File: config.mk
export PLATFORM = sky130hd
export DESIGN_NAME = hilo_controlador_flat
export DESIGN_NICKNAME = d
export VERILOG_FILES = /design/src/rtl/hilo_controlador_if.sv /design/src/rtl/hilo_controlador.sv /design/src/flat_wrapper.sv
export SDC_FILE = /design/constraint.sdc
export NUM_CORES = 1
export LEC_CHECK = 0
export ABC_AREA = 1
export CAP_MARGIN = 20
export CORE_MARGIN = 8
export CORE_UTILIZATION = 42
export CTS_BUF_LIST = sky130_fd_sc_hd__clkbuf_2 sky130_fd_sc_hd__clkbuf_4 sky130_fd_sc_hd__clkbuf_8
export CTS_CLUSTER_DIAMETER = 80
export DETAILED_ROUTE_END_ITERATION = 10
export GPL_TIMING_DRIVEN = 0
export HOLD_SLACK_MARGIN = 0.03
export PLACE_DENSITY = 0.83
export REMOVE_ABC_BUFFERS = 1
export SETUP_SLACK_MARGIN = 0.1
export SLEW_MARGIN = 40
export SYNTH_ARGS = -nofsm -noshare
export SYNTH_HDL_FRONTEND = slang
export SYNTH_SLANG_ARGS = --single-unit
File: constraint.sdc
create_clock -name clk -period 5.65 [get_ports clk]
set_input_delay 1.13 -clock clk [delete_from_list [all_inputs] [get_ports clk]]
set_output_delay 1.13 -clock clk [all_outputs]
set_load 0.1 [all_outputs]
File: src/rtl/hilo_controlador_if.sv
// -----------------------------------------------------------------------------
// hilo_controlador_if
//
// Bundles every non-clock/reset signal of the HI/LO controller: the CPU request
// handshake, the drive/capture lines of the combinational mult/div coprocessor,
// the architectural HI/LO read-out and the completion flags.
//
//   req_valid / req_ready     : request handshake (accept when both are 1)
//   req_op[2:0]               : 000 mult, 001 madd, 010 msub, 011 div,
//                               100 MTHI, 101 MTLO, 110/111 illegal
//   req_a, req_b [31:0]       : operands (req_a is also MTHI/MTLO data)
//   cop_op, cop_a, cop_b      : operation held towards the coprocessor
//   cop_hi_in, cop_lo_in      : current HI/LO fed to the coprocessor
//   cop_hi_out, cop_lo_out    : coprocessor results
//   hi, lo                    : architectural HI/LO (MFHI/MFLO)
//   done, div_zero, erro      : one-cycle completion pulse and its qualifiers
//
// Modports:
//   slave  - the controller
//   master - the CPU datapath plus coprocessor side (or a testbench)
// -----------------------------------------------------------------------------
interface hilo_controlador_if;
  logic        req_valid;
  logic        req_ready;
  logic [2:0]  req_op;
  logic [31:0] req_a;
  logic [31:0] req_b;
  logic [2:0]  cop_op;
  logic [31:0] cop_a;
  logic [31:0] cop_b;
  logic [31:0] cop_hi_in;
  logic [31:0] cop_lo_in;
  logic [31:0] cop_hi_out;
  logic [31:0] cop_lo_out;
  logic [31:0] hi;
  logic [31:0] lo;
  logic        done;
  logic        div_zero;
  logic        erro;

  modport slave (
    input  req_valid, req_op, req_a, req_b, cop_hi_out, cop_lo_out,
    output req_ready, cop_op, cop_a, cop_b, cop_hi_in, cop_lo_in,
           hi, lo, done, div_zero, erro
  );

  modport master (
    output req_valid, req_op, req_a, req_b, cop_hi_out, cop_lo_out,
    input  req_ready, cop_op, cop_a, cop_b, cop_hi_in, cop_lo_in,
           hi, lo, done, div_zero, erro
  );
endinterface

File: src/rtl/hilo_controlador.sv
// -----------------------------------------------------------------------------
// hilo_controlador
//
// Owns the HI/LO register pair and drives the combinational multiply/divide
// coprocessor. A request accepted in IDLE either completes immediately
// (MTHI, MTLO, divide-by-zero, illegal op) or starts an EXEC window of
// LATENCIA cycles during which the coprocessor inputs are frozen; at the end
// of the window the coprocessor hi/lo results are committed as-is.
//
// Ports:
//   clk    - system clock, rising edge
//   reset  - asynchronous, active-high; discards any in-flight operation
//   bus    - hilo_controlador_if.slave (request handshake, coprocessor
//            drive/capture, HI/LO read-out, done/div_zero/erro pulses)
//
// Parameter:
//   LATENCIA - EXEC cycles the coprocessor inputs are held (1..15)
// -----------------------------------------------------------------------------
module hilo_controlador #(
  parameter int unsigned LATENCIA = 2
) (
  input  logic                  clk,
  input  logic                  reset,
  hilo_controlador_if.slave     bus
);

  typedef enum logic {
    S_IDLE = 1'b0,
    S_EXEC = 1'b1
  } state_t;

  // Counter is loaded with LATENCIA-1 so that the commit edge is exactly
  // LATENCIA edges after the accepting edge.
  localparam logic [3:0] CNT_INIT = 4'(LATENCIA - 1);

  state_t      r_state;
  state_t      w_state_next;
  logic [3:0]  r_cnt;
  logic [2:0]  r_op;
  logic [31:0] r_a;
  logic [31:0] r_b;
  logic [31:0] r_hi;
  logic [31:0] r_lo;
  logic        r_done;
  logic        r_div_zero;
  logic        r_erro;

  logic        w_accept;
  logic        w_start;
  logic        w_commit;

  assign w_accept = bus.req_valid && (r_state == S_IDLE);

  // Only ops that really need the coprocessor open an EXEC window; a divide
  // by zero is answered straight from IDLE.
  assign w_start  = w_accept &&
                    ((bus.req_op <= 3'b010) ||
                     ((bus.req_op == 3'b011) && (bus.req_b != 32'd0)));

  assign w_commit = (r_state == S_EXEC) && (r_cnt == 4'd0);

  // ---------------------------------------------------------------------------
  // FSM: state register
  // ---------------------------------------------------------------------------
  always_ff @(posedge clk or posedge reset) begin
    if (reset) begin
      r_state <= S_IDLE;
    end else begin
      r_state <= w_state_next;
    end
  end

  // ---------------------------------------------------------------------------
  // FSM: next-state logic
  // ---------------------------------------------------------------------------
  always_comb begin
    w_state_next = r_state;
    case (r_state)
      S_IDLE: if (w_start)  w_state_next = S_EXEC;
      S_EXEC: if (w_commit) w_state_next = S_IDLE;
      default:              w_state_next = S_IDLE;
    endcase
  end

  // ---------------------------------------------------------------------------
  // Datapath: operand latches, EXEC counter, HI/LO and completion pulses
  // ---------------------------------------------------------------------------
  always_ff @(posedge clk or posedge reset) begin
    if (reset) begin
      r_cnt      <= 4'd0;
      r_op       <= 3'b000;
      r_a        <= 32'd0;
      r_b        <= 32'd0;
      r_hi       <= 32'd0;
      r_lo       <= 32'd0;
      r_done     <= 1'b0;
      r_div_zero <= 1'b0;
      r_erro     <= 1'b0;
    end else begin
      // Completion flags are single-cycle pulses by default.
      r_done     <= 1'b0;
      r_div_zero <= 1'b0;
      r_erro     <= 1'b0;

      if (w_start) begin
        r_op  <= bus.req_op;
        r_a   <= bus.req_a;
        r_b   <= bus.req_b;
        r_cnt <= CNT_INIT;
      end else if (w_accept) begin
        case (bus.req_op)
          3'b011: begin
            // Only reachable with req_b == 0: refuse, leave HI/LO alone.
            r_done     <= 1'b1;
            r_div_zero <= 1'b1;
          end
          3'b100: begin
            r_hi   <= bus.req_a;
            r_done <= 1'b1;
          end
          3'b101: begin
            r_lo   <= bus.req_a;
            r_done <= 1'b1;
          end
          default: begin
            r_done <= 1'b1;
            r_erro <= 1'b1;
          end
        endcase
      end else if (r_state == S_EXEC) begin
        if (r_cnt == 4'd0) begin
          r_hi   <= bus.cop_hi_out;
          r_lo   <= bus.cop_lo_out;
          r_done <= 1'b1;
        end else begin
          r_cnt <= r_cnt - 4'd1;
        end
      end
    end
  end

  // ---------------------------------------------------------------------------
  // FSM: outputs
  // ---------------------------------------------------------------------------
  always_comb begin
    bus.req_ready = (r_state == S_IDLE);
    bus.cop_op    = r_op;
    bus.cop_a     = r_a;
    bus.cop_b     = r_b;
    // The coprocessor always sees the architectural HI/LO; they cannot move
    // during EXEC because no other request is accepted there.
    bus.cop_hi_in = r_hi;
    bus.cop_lo_in = r_lo;
    bus.hi        = r_hi;
    bus.lo        = r_lo;
    bus.done      = r_done;
    bus.div_zero  = r_div_zero;
    bus.erro      = r_erro;
  end

endmodule

File: src/flat_wrapper.sv
// flat-port wrapper written by rule: the top's interface ports become plain ports
module hilo_controlador_flat 
#(
  parameter int unsigned LATENCIA = 2
)
  (clk, reset, bus_req_valid, bus_req_op, bus_req_a, bus_req_b, bus_cop_hi_out, bus_cop_lo_out, bus_req_ready, bus_cop_op, bus_cop_a, bus_cop_b, bus_cop_hi_in, bus_cop_lo_in, bus_hi, bus_lo, bus_done, bus_div_zero, bus_erro);
  hilo_controlador_if bus_i ();
  input  logic clk;
  input  logic reset;
  input wire logic [$bits(bus_i.req_valid)-1:0] bus_req_valid;
  input wire logic [$bits(bus_i.req_op)-1:0] bus_req_op;
  input wire logic [$bits(bus_i.req_a)-1:0] bus_req_a;
  input wire logic [$bits(bus_i.req_b)-1:0] bus_req_b;
  input wire logic [$bits(bus_i.cop_hi_out)-1:0] bus_cop_hi_out;
  input wire logic [$bits(bus_i.cop_lo_out)-1:0] bus_cop_lo_out;
  output wire logic [$bits(bus_i.req_ready)-1:0] bus_req_ready;
  output wire logic [$bits(bus_i.cop_op)-1:0] bus_cop_op;
  output wire logic [$bits(bus_i.cop_a)-1:0] bus_cop_a;
  output wire logic [$bits(bus_i.cop_b)-1:0] bus_cop_b;
  output wire logic [$bits(bus_i.cop_hi_in)-1:0] bus_cop_hi_in;
  output wire logic [$bits(bus_i.cop_lo_in)-1:0] bus_cop_lo_in;
  output wire logic [$bits(bus_i.hi)-1:0] bus_hi;
  output wire logic [$bits(bus_i.lo)-1:0] bus_lo;
  output wire logic [$bits(bus_i.done)-1:0] bus_done;
  output wire logic [$bits(bus_i.div_zero)-1:0] bus_div_zero;
  output wire logic [$bits(bus_i.erro)-1:0] bus_erro;
  assign bus_i.req_valid = bus_req_valid;
  assign bus_i.req_op = bus_req_op;
  assign bus_i.req_a = bus_req_a;
  assign bus_i.req_b = bus_req_b;
  assign bus_i.cop_hi_out = bus_cop_hi_out;
  assign bus_i.cop_lo_out = bus_cop_lo_out;
  assign bus_req_ready = bus_i.req_ready;
  assign bus_cop_op = bus_i.cop_op;
  assign bus_cop_a = bus_i.cop_a;
  assign bus_cop_b = bus_i.cop_b;
  assign bus_cop_hi_in = bus_i.cop_hi_in;
  assign bus_cop_lo_in = bus_i.cop_lo_in;
  assign bus_hi = bus_i.hi;
  assign bus_lo = bus_i.lo;
  assign bus_done = bus_i.done;
  assign bus_div_zero = bus_i.div_zero;
  assign bus_erro = bus_i.erro;
  hilo_controlador #(.LATENCIA(LATENCIA)) u_core (.clk(clk), .reset(reset), .bus(bus_i));
endmodule
==> flow_summary.json <==
{
  "fmax_mhz": 268,
  "dp_hpwl_mm": 16.5,
  "die_h_um": 142,
  "hold_class": "register to register",
  "worstPathArrival_ns": 4.06,
  "endpoint_kind": "register",
  "cts_tree": "yes",
  "tightest_slew_ns": 0.758,
  "fp-row-count": 46,
  "avgSynthCellArea_um2": 8.26,
  "cts.sinks": 139,
  "cp_max_fo": 35,
  "cpPeakStageDelay_ns": 0.63,
  "antenna_cells": 0,
  "synth_seq_cells": 139,
  "final_cell_mix": "282 x nand2_1, 199 x buf_2, 139 x dfrtp_1",
  "grt_pass1_vias": 6099,
  "ios": 333,
  "antenna_found_initial": 0,
  "critPathTopFamily": "simple AND/OR/NAND/NOR gates",
  "firstDrtPassIters": 5,
  "maxCapViolCount": 0,
  "antenna_left": 0,
  "holdPathStages": 2,
  "grtUsageTotal": 0.214,
  "cts_max_path_buffers": 2,
  "synth_warnings": 0,
  "crit_chain": "clkdlybuf4s50_1, nand2_4, inv_4, nand2_1, nand2_2, nand2_2, nand2_1, nand2_1",
  "path_depth": 8,
  "cp.required_ns": 5.97,
  "grt_pass1_wl_mm": 34.1,
  "core_area_um2": 15800,
  "drtIter0Drc": 445,
  "fin_nets": 1200,
  "totalWireLength_mm": 22.0,
  "wire_per_inst_um": 17.0,
  "final_layout_size_suffix_gt1_frac": 0.235,
  "hold_viol": 0,
  "multiInputGateArea_um2": 2230,
  "drc": 0,
  "place_congestion": 0.804,
  "critPathMostFrequentCell": "nand2_1",
  "route.vias.total": 6134,
  "fillCellCount": 1487,
  "crit_buf_inv": 2,
  "rsz0062_at_grt": "no",
  "port-buffer-count": 332,
  "fin_worst_skew_ns": 0.0228,
  "r2r_cells": 8,
  "postCtsSetupRepairBufs": 0,
  "syn_inst": 814,
  "root_buffer": "clkbuf_8",
  "synth_cell_types": 22,
  "cp-start-kind": "input port",
  "syn_to_final_growth_pct": 36.8,
  "cts_buffers": 17,
  "clk_pin_slew_worst_paths_ns": 0.08,
  "period_needed_ns": 3.74,
  "clk_latency_ns": 0.45,
  "ys_seq_area_frac": 0.518,
  "syn_area_um2": 6720,
  "dieArea_um2": 20300,
  "cts_hold_buf": 0,
  "post_cts_resize_count": 0,
  "relSlewSlack": 0.493,
  "path_class": "input port to register",
  "regArea_um2": 3480,
  "final_common_cell": "nand2_1",
  "grt_start_max_net_pins": 75,
  "fin_crit_sh": 0.661,
  "final_max_slew_viol_count": 0,
  "cts.htree.levels": 4,
  "die_x_um": 142,
  "grt_overflow": 0,
  "final_core_util": 0.583,
  "initial_core_util": 0.426,
  "via_per_inst": 4.74,
  "status": "completed",
  "setup_viol": 0,
  "worst_path_max_delay_cell": "nand2_2"
}
-- worst min-delay path: cells and delay by family, from the launching register on --
kind / cells / cell delay [ns]
compound gates: 1 / 0.06
flops: 1 / 0.34
simple gates: 1 / 0.05
-- flip-flops by register name, summed over array words and instances, names as in the netlist --
| register | cells |
|---|---|
| u_core.bus.cop_lo_in | 32 |
| u_core.r_state | 1 |
| u_core.bus.cop_a | 32 |
| u_core.bus.erro | 1 |
| u_core.bus.div_zero | 1 |
| u_core.bus.cop_op | 3 |
| u_core.r_cnt | 4 |
| u_core.bus.done | 1 |
| u_core.bus.cop_hi_in | 32 |
| u_core.bus.cop_b | 32 |
-- per-stage QoR --
stage	setup slack (ns)	std cells	hold WS (ns)	instance area, µm²	setup TNS [ns]
final	1.91	1294	0.483	9200	0
after global routing	1.73	1294	0.509	9200	0
after CTS	1.90	1294	0.488	9200	0
after detailed placement	1.43	1262	0.468	8800	0
after global placement	-1.28	1252	0.449	9580	-284.73
after floorplan	0.795	704	0.467	5990	0
-- cells in the mapped netlist --
| master | instances | area (µm²) |
|---|---|---|
| or2_2 | 1 | 6.26 |
| nor3_1 | 2 | 10.0 |
| o31ai_4 | 1 | 21.3 |
| o21bai_2 | 1 | 11.3 |
| buf_2 | 29 | 145 |
| ha_1 | 1 | 12.5 |
| nor2_1 | 22 | 82.6 |
| inv_2 | 2 | 7.51 |
| a41oi_1 | 32 | 280 |
| o21ai_2 | 1 | 8.76 |
| xor2_1 | 1 | 8.76 |
| o21ai_0 | 62 | 310 |
| nand2_2 | 2 | 12.5 |
| nand2_1 | 284 | 1070 |
| a21oi_1 | 32 | 160 |
| buf_4 | 76 | 571 |
| dfrtp_1 | 139 | 3480 |
| o21ai_1 | 5 | 25.0 |
| clkbuf_1 | 5 | 18.8 |
| inv_1 | 78 | 293 |
| nand3_1 | 37 | 185 |
| or2_1 | 1 | 6.26 |
-- final cells by class --
type                            count  area share
Tap cell                          216      0.0294
Inverter                           80      0.0337
Sequential cell                   139       0.378
Timing Repair Buffer              342       0.273
Multi-Input combinational cell    485       0.243
Clock inverter                     15      0.0177
Clock buffer                       17      0.0254
-- path summary, 6_finish.rpt --
kind                                                  startpoint                              endpoint  slack (ns)
worst max-delay path                               bus_req_valid   u_core.bus.cop_lo_in[6]$_DFFE_PP0P_        1.91
worst max register to register          u_core.r_state$_DFF_PP0_   u_core.bus.cop_lo_in[6]$_DFFE_PP0P_        2.60
worst min register to register  u_core.bus.cop_a[26]$_DFFE_PP0P_      u_core.bus.cop_a[26]$_DFFE_PP0P_        0.48
max in group asynchronous                                  reset  u_core.bus.cop_hi_in[28]$_DFFE_PP0P_        3.81
worst min-delay path            u_core.bus.cop_a[26]$_DFFE_PP0P_      u_core.bus.cop_a[26]$_DFFE_PP0P_        0.48
min in group asynchronous                                  reset       u_core.bus.cop_b[2]$_DFFE_PP0P_        1.11
-- metal layers --
| layer | track usage | wire length, µm | vias up |
|---|---|---|---|
| met5 | 0 | 0 | - |
| met4 | 0.0615 | 333 | 0 |
| met3 | 0.0543 | 1560 | 22 |
| met2 | 0.371 | 11300 | 239 |
| met1 | 0.257 | 8800 | 2831 |
| li1 | - | - | 3042 |
-- kinds of logic after synthesis --
| family | Yosys count | synth area share |
|---|---|---|
| and+or+nand+nor | 349 | 0.204 |
| buffers and inverters | 190 | 0.154 |
| DFF | 139 | 0.518 |
| AOI/OAI and AO/OA | 134 | 0.122 |
| xor gates and xnor gates | 1 | 0.00130 |
| adders and majority gates | 1 | 0.00186 |
Power is not shown: default switching activity piles up to over one toggle a cycle in this logic, so the estimate is an artifact.
